==> config.mk <==
export PLATFORM = sky130hd
export DESIGN_NAME = uart_tx_scheduler
export DESIGN_NICKNAME = d
export VERILOG_FILES = /design/src/rtl/uart_tx_sched_pkg.sv /design/src/rtl/uart_tx_scheduler_rr_arbiter2.sv /design/src/rtl/uart_tx_scheduler.sv
export SDC_FILE = /design/constraint.sdc
export NUM_CORES = 1
export LEC_CHECK = 0
export CORE_ASPECT_RATIO = 1.4
export CORE_MARGIN = 4
export CORE_UTILIZATION = 53
export DETAILED_ROUTE_END_ITERATION = 8
export PLACE_DENSITY_LB_ADDON = 0.25
export SYNTH_ARGS = -nofsm -noshare
export SYNTH_HDL_FRONTEND = slang
export SYNTH_HIERARCHICAL = 1
export SYNTH_SLANG_ARGS = --single-unit
==> constraint.sdc <==
create_clock -name CLK -period 5.7 [get_ports CLK]
set_clock_uncertainty 0.05 [all_clocks]
set_input_delay 1.425 -clock CLK [delete_from_list [all_inputs] [get_ports CLK]]
set_output_delay 1.425 -clock CLK [all_outputs]
set_load 0.02 [all_outputs]
==> src/rtl/uart_tx_sched_pkg.sv <==
// Shared state encoding, widths and byte helpers for the UART TX scheduler.
package uart_tx_sched_pkg;

    typedef enum logic [1:0] {
        ST_IDLE    = 2'd0,
        ST_SEND    = 2'd1,
        ST_WAIT_HI = 2'd2,
        ST_WAIT_LO = 2'd3
    } sched_state_t;

    localparam int CNT_W       = 2;
    localparam int BUSY_TO_DEF = 4;

    // Bytes in a frame: requester 1 may send two, requester 0 always one.
    function automatic logic [CNT_W-1:0] frame_len(input logic owner, input logic len2);
        if (owner && len2) begin
            return CNT_W'(2'd2);
        end else begin
            return CNT_W'(2'd1);
        end
    endfunction

    function automatic logic [7:0] pick_byte(input logic [15:0] payload, input logic [CNT_W-1:0] idx);
        if (idx == CNT_W'(2'd1)) begin
            return payload[15:8];
        end else begin
            return payload[7:0];
        end
    endfunction

endpackage

==> src/rtl/uart_tx_scheduler_rr_arbiter2.sv <==
// Two-way round-robin grant; the pointer moves away from the requester just served.
module rr_arbiter2
    import uart_tx_sched_pkg::*;
(
    input  logic       clk,
    input  logic       rst_n,
    input  logic [1:0] req,
    input  logic       adv,
    input  logic       adv_id,
    output logic       gnt_vld,
    output logic       gnt_id
);

    logic ptr_r;

    // Preferred-requester pointer, updated when a frame retires
    always_ff @(posedge clk or negedge rst_n) begin
        if (!rst_n) begin
            ptr_r <= 1'b0;
        end else if (adv) begin
            ptr_r <= ~adv_id;
        end else begin
            ptr_r <= ptr_r;
        end
    end

    // Grant decode: the pointer only matters when both are requesting
    always_comb begin
        gnt_vld = 1'b0;
        gnt_id  = 1'b0;
        case (req)
            2'b01: begin
                gnt_vld = 1'b1;
                gnt_id  = 1'b0;
            end
            2'b10: begin
                gnt_vld = 1'b1;
                gnt_id  = 1'b1;
            end
            2'b11: begin
                gnt_vld = 1'b1;
                gnt_id  = ptr_r;
            end
            default: begin
                gnt_vld = 1'b0;
                gnt_id  = 1'b0;
            end
        endcase
    end

endmodule

==> src/rtl/uart_tx_scheduler.sv <==
// Shares one UART TX path between a register-read requester and an ALU-result
// requester, strobing bytes only into an idle transmitter with a single retry.
module uart_tx_scheduler
    import uart_tx_sched_pkg::*;
#(
    parameter int BUSY_TO = BUSY_TO_DEF
) (
    input  logic        CLK,
    input  logic        RST,
    input  logic        req0,
    input  logic [7:0]  req0_data,
    input  logic        req1,
    input  logic [15:0] req1_data,
    input  logic        req1_len2,
    input  logic        cfg_par_en,
    input  logic        cfg_par_typ,
    input  logic        tx_busy,
    output logic [7:0]  tx_p_data,
    output logic        tx_data_valid,
    output logic        tx_par_en,
    output logic        tx_par_typ,
    output logic        ack0,
    output logic        ack1,
    output logic        frame_err,
    output logic        sched_busy
);

    localparam int TO_W = $clog2(BUSY_TO);

    sched_state_t      state_r;
    logic              owner_r;
    logic [15:0]       payload_r;
    logic [CNT_W-1:0]  count_r;
    logic [CNT_W-1:0]  idx_r;
    logic              retry_r;
    logic [TO_W-1:0]   to_cnt_r;

    logic              gnt_vld_s;
    logic              gnt_id_s;
    logic              grant_s;
    logic              to_hit_s;
    logic              last_byte_s;
    logic              abort_s;
    logic              done_s;
    logic              adv_s;

    rr_arbiter2 u_arb (
        .clk     (CLK),
        .rst_n   (RST),
        .req     ({req1, req0}),
        .adv     (adv_s),
        .adv_id  (owner_r),
        .gnt_vld (gnt_vld_s),
        .gnt_id  (gnt_id_s)
    );

    // Per-cycle decodes; no grant in the ack cycle so a requester still
    // holding its just-acked request is not served twice
    always_comb begin
        to_hit_s    = (to_cnt_r == TO_W'(BUSY_TO - 1));
        last_byte_s = (idx_r == (count_r - CNT_W'(2'd1)));
        abort_s     = (state_r == ST_WAIT_HI) && !tx_busy && to_hit_s && retry_r;
        done_s      = (state_r == ST_WAIT_LO) && !tx_busy && last_byte_s;
        grant_s     = (state_r == ST_IDLE) && gnt_vld_s && !tx_busy && !ack0 && !ack1;
        adv_s       = abort_s || done_s;
    end

    // Scheduler FSM with frame latches, timeout counter and registered outputs
    always_ff @(posedge CLK or negedge RST) begin
        if (!RST) begin
            state_r       <= ST_IDLE;
            owner_r       <= 1'b0;
            payload_r     <= 16'h0000;
            count_r       <= {CNT_W{1'b0}};
            idx_r         <= {CNT_W{1'b0}};
            retry_r       <= 1'b0;
            to_cnt_r      <= {TO_W{1'b0}};
            tx_p_data     <= 8'h00;
            tx_data_valid <= 1'b0;
            tx_par_en     <= 1'b0;
            tx_par_typ    <= 1'b0;
            ack0          <= 1'b0;
            ack1          <= 1'b0;
            frame_err     <= 1'b0;
            sched_busy    <= 1'b0;
        end else begin
            tx_data_valid <= 1'b0;
            ack0          <= 1'b0;
            ack1          <= 1'b0;
            frame_err     <= 1'b0;
            case (state_r)
                ST_IDLE: begin
                    if (grant_s) begin
                        owner_r       <= gnt_id_s;
                        payload_r     <= gnt_id_s ? req1_data : {8'h00, req0_data};
                        count_r       <= frame_len(gnt_id_s, req1_len2);
                        idx_r         <= {CNT_W{1'b0}};
                        retry_r       <= 1'b0;
                        tx_par_en     <= cfg_par_en;
                        tx_par_typ    <= cfg_par_typ;
                        tx_p_data     <= gnt_id_s ? req1_data[7:0] : req0_data;
                        tx_data_valid <= 1'b1;
                        sched_busy    <= 1'b1;
                        state_r       <= ST_SEND;
                    end else begin
                        state_r <= ST_IDLE;
                    end
                end
                ST_SEND: begin
                    to_cnt_r <= {TO_W{1'b0}};
                    state_r  <= ST_WAIT_HI;
                end
                ST_WAIT_HI: begin
                    if (tx_busy) begin
                        state_r <= ST_WAIT_LO;
                    end else if (to_hit_s) begin
                        if (retry_r) begin
                            ack0       <= ~owner_r;
                            ack1       <= owner_r;
                            frame_err  <= 1'b1;
                            sched_busy <= 1'b0;
                            state_r    <= ST_IDLE;
                        end else begin
                            // Transmitter missed the strobe: present the same byte once more
                            retry_r       <= 1'b1;
                            tx_data_valid <= 1'b1;
                            state_r       <= ST_SEND;
                        end
                    end else begin
                        to_cnt_r <= to_cnt_r + TO_W'(1'b1);
                    end
                end
                ST_WAIT_LO: begin
                    if (!tx_busy) begin
                        if (last_byte_s) begin
                            ack0       <= ~owner_r;
                            ack1       <= owner_r;
                            sched_busy <= 1'b0;
                            state_r    <= ST_IDLE;
                        end else begin
                            idx_r         <= idx_r + CNT_W'(2'd1);
                            retry_r       <= 1'b0;
                            tx_p_data     <= pick_byte(payload_r, idx_r + CNT_W'(2'd1));
                            tx_data_valid <= 1'b1;
                            state_r       <= ST_SEND;
                        end
                    end else begin
                        state_r <= ST_WAIT_LO;
                    end
                end
                default: begin
                    sched_busy <= 1'b0;
                    state_r    <= ST_IDLE;
                end
            endcase
        end
    end

endmodule

==> summary.txt, run 1 <==
Routing
  – Routed WL: between 4000 and 5000 microns
  – Vias per cell: ~5.5
  – Drt first pass iters: 4
  – Antenna Violating Nets Remaining: 0
  – Via count: around 1600
  – DRT iter0 DRCs: 55
  – WL/cell: between 10 and 15 microns
  – Drc violations: 0

Logic synthesis
  – Largest cells by area after synthesis: dfrtp_1, nand2_1, mux2_2
  – Post-synth top area cell: dfrtp_1
  – Syn nets: between 200 and 250
  – Register area share after synthesis: 0.521
  – Synthesized area: ~2000 sq um
  – #FFs+latches synth: 42
  – Synthesized area per cell: ~9.9 sq um
  – Yosys top cell area share: 0.521
  – Post-synth cell types: 33
  – Post-Synthesis Cells: 203
  – Yosys warns: 6

Critical path
  – Slowest stage delay, CP: just under 0.9 ns
  – Req. time, crit path: just under 6 ns
  – Worst path top cell family by delay: simple AND/OR/NAND/NOR gates
  – CP Capture Type: register
  – CP Cell Sequence: clkdlybuf4s50_1 > or2_1 > or3b_1 > or4_1 > o31ai_4 > mux2_2
  – CP arrival: roughly 4 ns
  – Critical path's slowest cell: or4_1
  – CP startpoint kind: primary input
  – Worst setup path class: in -> reg
  – Crit-path max FO: 31
  – Worst Path Buf+Inv: 1

CTS
  – Clk buf depth: 2
  – H-tree depth: 2
  – Hold-fix buffers, CTS: 0
  – Root buffer cell: clkbuf_8
  – CTS tree: yes
  – TritonCTS buffer count: 5
  – Post-CTS Setup Inserts: 0
  – Post_cts resized: 0
  – Sinks on Clock Net: 42
  – Worst-path clk slew: 0.08 ns
  – Worst skew pair latency: ~0.29 ns

STA
  – Final Hold Viols: 0
  – Worst-Margin Slew: 1.11 ns
  – Final worst-path cycle share: 0.683
  – Max Clk Rate: about 0.26 GHz
  – # setup viols final: 0
  – Relative slew margins: 0.255
  – RSZ-0062 raised after global routing: false
  – Final min period: 3.90 ns
  – Pins over their slew limit: 0
  – Final setup TNS: 0 ns
  – PnR worst setup slack: approximately 1.8 ns

Global routing
  – Antenna violations before repair: 0
  – Vias in the first global route: between 1500 and 2000
  – GRT Overall Usage: 0.181
  – Overflow after GRT: 0
  – Pin count of the biggest net entering global routing: 43
  – First-pass GRT wire length: 6710 microns

Pwr
  – Sw frac: 0.378
  – Clock share of power: 0.150
  – Flop pwr share: 0.402
  – Int Pwr: 808 uW
  – Sw power: roughly 490 uW
  – Leakage power: ~1.2 nW
  – Max VDD drop: 0.343 mV
  – Pwr Total: about 1.3 mW
  – PwrDens: around 510 nW/um^2
  – Logic pwr share: 0.448

Layout
  – Nets@finish: approximately 280
  – Share of layout cells above drive strength 1: 0.0894
  – # diodes: 0
  – Final Non-Filler Cells: about 290
  – Layout area overhead: 27.6%
  – Multi-input logic area: roughly 890 sq um
  – Fill cell count: 304
  – FF/Latch Area: ~1100 sq um
  – Final Instance Area: ~2600 sq um

Flow run
  – Max-Cap Viols: 0

Placement
  – IO buf count: 46
  – Gpl congestion: around 0.76
  – DPL Wire Length: approximately 2800 microns
  – Area after DPL: between 2000 and 2500 sq um
  – Place WS: roughly 1.5 ns
  – Placed cell count: between 200 and 300

Die
  – Core Footprint: between 3000 and 4000 sq um
  – Die area: 4870 sq um
  – Die height: about 81 microns
  – Row count: 26
  – IO Count: 47
  – Die width: approximately 60 microns
  – Initial Util: 0.548

Status
  – Status: complete, no violations

Worst hold path
  – Worst hold path type: reg -> reg
layout by cell type, fill, tap and decap left out, drive strengths merged, types with 2 or more instances in the layout:
master / count
clkdlybuf4s50: 45
a21o: 2
dfrtp: 42
a21oi: 12
mux2: 10
mux2i: 11
ha: 2
nor2b: 10
nand2b: 3
nand3: 9
a211oi: 8
nand2: 41
clkbuf: 7
a31oi: 2
inv: 5
o21ai: 11
nor2: 9
o31ai: 2
buf: 2
Yosys cell counts:
cell,number
a211oi_1,8
nor4_2,1
nand2_1,41
a31oi_1,2
nand2b_1,3
o31ai_1,1
a21oi_1,12
ha_1,2
inv_1,5
buf_6,1
or4_1,1
a21boi_1,1
nor4bb_1,1
mux2i_1,11
nor2_1,9
a22oi_1,1
mux2_2,10
o31ai_4,1
o22a_1,1
buf_2,2
or3b_1,1
o31a_1,1
dfrtp_1,42
or2_1,1
nor3_1,1
o21ai_0,11
buf_1,1
nor2b_1,10
clkbuf_1,8
xor2_1,1
a21o_1,2
and2_1,1
nand3_1,9
cells by family after synthesis:
kind of cell | share of synthesized area
adders and majority gates | 0.0124
DFF | 0.521
and+or+nand+nor | 0.184
xor gates and xnor gates | 0.00435
buffers and inverters | 0.0366
AOI/OAI and AO/OA | 0.131
muxes | 0.110
worst min-delay path, delay by kind of cell, from the launching register on:
| kind | cells | cell delay [ns] |
|---|---|---|
| flops | 1 | 0.34 |
| compound gates | 1 | 0.06 |
| simple gates | 1 | 0.04 |
routing by layer:
layer,part of all wire,track usage
met1,0.43,0.224
met2,0.51,0.306
met4,0.013,0.0599
met5,0,0
met3,0.048,0.0429
metrics by stage:
step           utilization  hold slack, ns
6_report             0.699           0.426
5_1_grt              0.699           0.459
4_1_cts              0.699           0.431
3_5_place_dp         0.675           0.413
3_3_place_gp         0.675           0.401
2_1_floorplan            -           0.390
final cells by class:
| class | count | share of cell area |
|---|---|---|
| Clock buffer | 7 | 0.0336 |
| Multi-Input combinational cell | 144 | 0.348 |
| Tap cell | 42 | 0.0204 |
| Clock inverter | 1 | 0.00195 |
| Inverter | 5 | 0.00730 |
| Timing Repair Buffer | 47 | 0.180 |
| Sequential cell | 42 | 0.409 |
worst paths after layout:
path                                                from                  endpoint  slack (ns)  cells past startpoint
worst max register to register            ack0$_DFF_PN0_  tx_p_data[5]$_DFFE_PN0P_        3.10                      4
worst max-delay path                                req0  tx_p_data[5]$_DFFE_PN0P_        1.80                      6
worst min-delay path            payload_r[1]$_DFFE_PN0P_  payload_r[1]$_DFFE_PN0P_        0.43                      2
min in group asynchronous                            RST  payload_r[6]$_DFFE_PN0P_        1.20                      1
worst min register to register  payload_r[1]$_DFFE_PN0P_  payload_r[1]$_DFFE_PN0P_        0.43                      2
max in group asynchronous                            RST   to_cnt_r[0]$_DFFE_PN0P_        3.83                      1
registers in the layout, indices dropped and copies added, names as in the netlist, 2 cells and up:
register	cells
to_cnt_r	2
payload_r	16
tx_p_data	8
idx_r	2
count_r	2
state_r	2
power by group through the flow:
stage               clock [mW]  sequential (mW)  combinational, mW
floorplan                    0            0.550              0.363
global placement             0            0.521              0.567
detailed placement           0            0.528              0.584
CTS                      0.200            0.522              0.590
global route             0.212            0.540              0.646
finish                   0.195            0.522              0.582
No activity file was read; power rests on OpenSTA's default activity.
==> inputs of run 2 (changes only) <==
--- a/config.mk
+++ b/config.mk
@@ -7,7 +7,7 @@
 export LEC_CHECK = 0
 export CORE_ASPECT_RATIO = 1.4
 export CORE_MARGIN = 4
-export CORE_UTILIZATION = 53
+export CORE_UTILIZATION = 49
 export DETAILED_ROUTE_END_ITERATION = 8
 export PLACE_DENSITY_LB_ADDON = 0.25
 export SYNTH_ARGS = -nofsm -noshare
==> constraint.sdc (replaced) <==
create_clock -name CLK -period 4.1 [get_ports CLK]
set_clock_uncertainty 0.05 [all_clocks]
set_input_delay 1.025 -clock CLK [delete_from_list [all_inputs] [get_ports CLK]]
set_output_delay 1.025 -clock CLK [all_outputs]
set_load 0.02 [all_outputs]
==> run 2 against run 1 <==
Via count down 0.89%. Critical path depth is the same. Die area rose by 7.2%. Total power up 43%. Sequential power up 40%. Global-route usage shrank 0.81 points. Core utilization fell by 3.9 points. Combinational power grew 39%. Largest cell class unchanged.
==> summary.txt, run 2 (synthesis gave the netlist of run 1 again) <==
Layout
  – Final Non-Filler Cells: slightly below 300
  – # diodes: 0
  – Share of layout cells above drive strength 1: 0.0927
  – Most frequent cells in the layout: clkdlybuf4s50_1, dfrtp_1, nand2_1, a21oi_1
  – Nets@finish: 281
  – Multi-input logic area: between 900 and 1000 sq um
  – Biggest regs: payload_r x16, tx_p_data x8
  – Commonest non-fill, non-tap cell in the layout: clkdlybuf4s50_1
  – Largest reg by FF count: payload_r
  – Layout area overhead: 29.5%
  – FF/Latch Area: 1050 sq um
  – Largest register FFs: 16
  – Final core occ: 0.661
  – Fill cell count: 332

Placement
  – Placed cell count: around 280
  – Gpl congestion: 0.745
  – DPL Wire Length: 2930 microns
  – IO buf count: 46

Pwr
  – Pwr Total: 1.86 mW
  – Max VDD drop: between 0.4 and 0.5 mV
  – Leakage power: 1.20 nW
  – PwrDens: roughly 700 nW/um^2

CTS
  – Sinks on Clock Net: 42
  – Hold-fix buffers, CTS: 0
  – Post-CTS Setup Inserts: 0
  – Post_cts resized: 0
  – CTS tree: yes
  – H-tree depth: 2
  – Worst-path clk slew: 0.08 ns
  – Worst skew pair latency: a little under 0.3 ns
  – TritonCTS buffer count: 5
  – Clk buf depth: 2
  – Root buffer cell: clkbuf_8

Routing
  – WL/cell: about 14 microns
  – DRT iter0 DRCs: 50
  – Drt first pass iters: 4
  – Routed WL: a little over 4000 microns
  – Via count: between 1500 and 2000
  – Vias per cell: around 5.4
  – Antenna Violating Nets Remaining: 0
  – Drc violations: 0

Global routing
  – Pin count of the biggest net entering global routing: 43
  – Overflow after GRT: 0
  – Antenna violations before repair: 0
  – Vias in the first global route: 1552
  – GRT Overall Usage: 0.173
  – First-pass GRT wire length: 7250 microns

Worst hold path
  – Worst hold path type: reg -> reg

Critical path
  – Req. time, crit path: 4.23 ns
  – CP Capture Type: register
  – Worst setup path class: in -> reg
  – CP startpoint kind: primary input
  – CP arrival: 3.08 ns
  – Crit-path max FO: 9

STA
  – Final setup TNS: 0 ns
  – Max Clk Rate: 0.339 GHz
  – RSZ-0062 raised after global routing: false
  – Final Hold Viols: 0
  – Final min period: 2.95 ns
  – Relative slew margins: 0.396
  – Worst-Margin Slew: between 0.9 and 1 ns
  – # setup viols final: 0
  – Final worst-path cycle share: 0.719
  – Pins over their slew limit: 0

Die
  – IO Count: 47
  – Die height: around 84 microns
  – Initial Util: 0.510
  – Die width: slightly above 60 microns
  – Row count: 27
  – Die area: around 5200 sq um
  – Core Footprint: about 4000 sq um

Flow run
  – Max-Cap Viols: 0

Status
  – Status: complete, no violations
[run 2: layer usage]
metal  up-vias  part of all wire  track usage
met2        43              0.49        0.282
li1        787                 -            -
met5         -                 0            0
met4         0             0.016       0.0690
met1       728              0.42        0.208
met3         5             0.073       0.0580
[run 2: metrics by stage]
step                setup slack [ns]  area (sq um)  hold WS, ns
floorplan                       1.43          2020        0.390
global placement               0.873          2500        0.403
detailed placement             0.842          2500        0.413
CTS                             1.15          2610        0.429
global route                    1.10          2610        0.447
finish                          1.15          2610        0.428
[run 2: worst max-delay path, stage by stage]
cell	delay, ns
clkdlybuf4s50_1	0.49
or2_1	0.10
or3b_1	0.41
or4_1	0.49
o31ai_4	0.17
mux2_2	0.40
[run 2: cell type report]
| class | instances | share of cell area |
|---|---|---|
| timing repair buffer | 49 | 0.183 |
| sequential | 42 | 0.402 |
| clock buffer | 7 | 0.0292 |
| clock inverter | 1 | 0.0115 |
| tap | 43 | 0.0206 |
| multi-input combinational | 144 | 0.346 |
| inverter | 5 | 0.00719 |
[run 2: final timing paths]
path / startpoint / endpoint / slack [ns] / cells after the start
setup / recovery: req0 / tx_p_data[2]$_DFFE_PN0P_ / 1.15 / 6
hold / removal: payload_r[14]$_DFFE_PN0P_ / payload_r[14]$_DFFE_PN0P_ / 0.43 / 2
setup reg to reg: state_r[1]$_DFFE_PN0P_ / tx_p_data[2]$_DFFE_PN0P_ / 1.79 / 3
hold reg to reg: payload_r[14]$_DFFE_PN0P_ / payload_r[14]$_DFFE_PN0P_ / 0.43 / 2
max in group asynchronous: RST / payload_r[13]$_DFFE_PN0P_ / 2.63 / 1
min in group asynchronous: RST / payload_r[6]$_DFFE_PN0P_ / 0.81 / 1
[run 2: power breakdown]
| group | switching (mW) | internal [mW] | total [mW] |
|---|---|---|---|
| Sequential | 0.135 | 0.596 | 0.731 |
| Combinational | 0.413 | 0.396 | 0.809 |
| Clock | 0.135 | 0.182 | 0.317 |
| Total | 0.683 | 1.17 | 1.86 |
==> inputs of run 3 (changes only) <==
--- a/config.mk
+++ b/config.mk
@@ -7,7 +7,7 @@
 export LEC_CHECK = 0
 export CORE_ASPECT_RATIO = 1.4
 export CORE_MARGIN = 4
-export CORE_UTILIZATION = 49
+export CORE_UTILIZATION = 45
 export DETAILED_ROUTE_END_ITERATION = 8
 export PLACE_DENSITY_LB_ADDON = 0.25
 export SYNTH_ARGS = -nofsm -noshare
==> constraint.sdc (replaced) <==
create_clock -name CLK -period 2.39 [get_ports CLK]
set_clock_uncertainty 0.05 [all_clocks]
set_input_delay 0.5975 -clock CLK [delete_from_list [all_inputs] [get_ports CLK]]
set_output_delay 0.5975 -clock CLK [all_outputs]
set_load 0.02 [all_outputs]
==> run 3 against run 2 <==
Wire length up 7.9%. Count of clock-buffer cells in the layout fell by 2. Non-clock buffer count is 11 higher. First-iteration DRC count increased by 22%. Die area grew 7.9%. Flip-flop and latch count unchanged. Via count increased by 3.6%. Critical path type unchanged. Largest cell class unchanged. Highest routed layer unchanged.
==> summary.txt, run 3 (synthesis gave the netlist of run 1 again) <==
Pwr
  – Flop pwr share: 0.370
  – Sw frac: 0.372
  – Sw power: about 1.2 mW
  – Clock share of power: 0.167
  – Max VDD drop: roughly 0.63 mV
  – Pwr Total: about 3.3 mW
  – Logic pwr share: 0.464
  – Int Pwr: 2.08 mW
  – Leakage power: ~1.3 nW
  – PwrDens: ~1200 nW/um^2

Critical path
  – Worst Path Buf+Inv: 1
  – Worst Setup SP: req1
  – CP arrival: around 2.4 ns
  – CP Cell Sequence: dlygate4sd2_1 > or2_1 > or3b_4 > or4_4 > o31ai_2 > mux2_2
  – Crit-path max FO: 4
  – R2R depth: 4
  – Worst path top cell family by delay: simple AND/OR/NAND/NOR gates
  – Req. time, crit path: approximately 2.5 ns
  – Slowest stage delay, CP: ~0.6 ns
  – Levels on crit path: 6
  – CP Capture Type: register
  – Worst setup path class: in -> reg
  – CP startpoint kind: primary input
  – Worst reg2reg startpoint: ack0$_DFF_PN0_
  – Critical path's slowest cell: or4_4

Die
  – IO Count: 47
  – Die area: around 5600 sq um
  – Core Footprint: between 4000 and 5000 sq um
  – Row count: 28
  – Die height: a little under 90 microns
  – Die width: ~65 microns
  – Initial Util: 0.472

Routing
  – Routed WL: around 4500 microns
  – Drc violations: 0
  – DRT iter0 DRCs: between 60 and 70
  – Drt first pass iters: 4
  – WL/cell: roughly 14 microns
  – Via count: roughly 1600
  – Antenna Violating Nets Remaining: 0
  – Vias per cell: ~5.1

STA
  – Minimum hold slack: around 0.20 ns
  – Pins over their slew limit: 0
  – Relative slew margins: 0.526
  – Max Clk Rate: 0.440 GHz
  – # setup viols final: 0
  – Worst-Margin Slew: ~0.69 ns
  – Final setup TNS: 0 ns
  – Final min period: roughly 2.3 ns
  – Final Hold Viols: 0
  – PnR worst setup slack: roughly 0.12 ns
  – Final worst-path cycle share: 0.952
  – RSZ-0062 raised after global routing: false

Global routing
  – Antenna violations before repair: 0
  – Pin count of the biggest net entering global routing: between 40 and 50
  – GRT met3 Usage: 0.0452
  – GR Layer Usage met1: 0.208
  – Routing usage on met2: 0.304
  – Overflow after GRT: 0
  – First-pass GRT wire length: around 7700 microns
  – Layer with the highest usage: met2
  – Vias in the first global route: about 1700
  – GRT Overall Usage: 0.181

Flow run
  – Max-Cap Viols: 0

Layout
  – Largest reg by FF count: payload_r
  – Share of layout cells above drive strength 1: 0.150
  – # diodes: 0
  – Final Non-Filler Cells: 320
  – Nets@finish: between 200 and 300
  – Largest register FFs: 16
  – Commonest non-fill, non-tap cell in the layout: clkdlybuf4s50_1
  – Biggest regs: payload_r x16, tx_p_data x8
  – Layout area overhead: 36.6%
  – Most frequent cells in the layout: clkdlybuf4s50_1, dfrtp_1, nand2_1, a21oi_1, buf_4

Placement
  – Placed cell count: 311
  – Gpl congestion: around 0.76
  – IO buf count: 46
  – DPL Wire Length: between 3000 and 4000 microns
  – Place WS: -0.377 ns

CTS
  – Sinks on Clock Net: 42
  – TritonCTS buffer count: 5
  – Clk buf depth: 2
  – Worst skew pair latency: approximately 0.30 ns
  – H-tree depth: 2
  – CTS tree: yes
  – Root buffer cell: clkbuf_8
  – Worst-path clk slew: ~0.08 ns

Worst hold path
  – Worst hold path type: in -> async

Status
  – Status: complete, no violations
-- run 3: per-layer routing --
metal  part of all wire  vias up
met5                  0        -
met4              0.035        0
met3              0.042       12
met2               0.50       34
met1               0.42      763
li1                   -      811
-- run 3: final cells by class --
type	count	area (sq um)
inverter	5	18.8
tap	60	75.1
clock inverter	3	40.0
multi-input combinational	145	926
fill	371	1520
clock buffer	5	68.8
sequential	42	1050
timing repair buffer	60	574
-- run 3: worst paths after layout --
check	to	slack [ns]
max	tx_p_data[0]$_DFFE_PN0P_	0.12
min	tx_data_valid$_DFF_PN0_	0.20
max reg2reg	tx_p_data[0]$_DFFE_PN0P_	0.33
min reg2reg	payload_r[8]$_DFFE_PN0P_	0.42
max in group asynchronous	idx_r[1]$_DFFE_PN0P_	1.87
min in group CLK	payload_r[8]$_DFFE_PN0P_	0.42
-- run 3: repair_timing --
action / 4_1_cts / 5_1_grt
resized for setup: 6 / 0
hold buffers: 0 / 0
endpoints found under the setup margin: 9 / 0
buffers inserted: 0 / 0
-- run 3: worst register-to-register path: stages, from the launching register on --
cell and delay [ns]:
dfrtp_1 0.38, or3b_4 0.39, or4_4 0.59, o31ai_2 0.16
mux2_2 0.39
-- run 3: stage by stage --
stage	instance area (sq um)	util
after floorplan	2020	-
after detailed placement	2620	0.613
after global routing	2750	0.644
after CTS	2750	0.644
after global placement	2620	0.613
final	2750	0.644
-- run 3: power groups by stage --
stage | registers (mW) | logic (mW) | clock network (mW)
3_3_place_gp | 1.23 | 1.47 | 0
6_report | 1.23 | 1.54 | 0.553
5_1_grt | 1.28 | 1.71 | 0.590
4_1_cts | 1.23 | 1.56 | 0.566
3_5_place_dp | 1.24 | 1.51 | 0
2_1_floorplan | 1.31 | 0.866 | 0
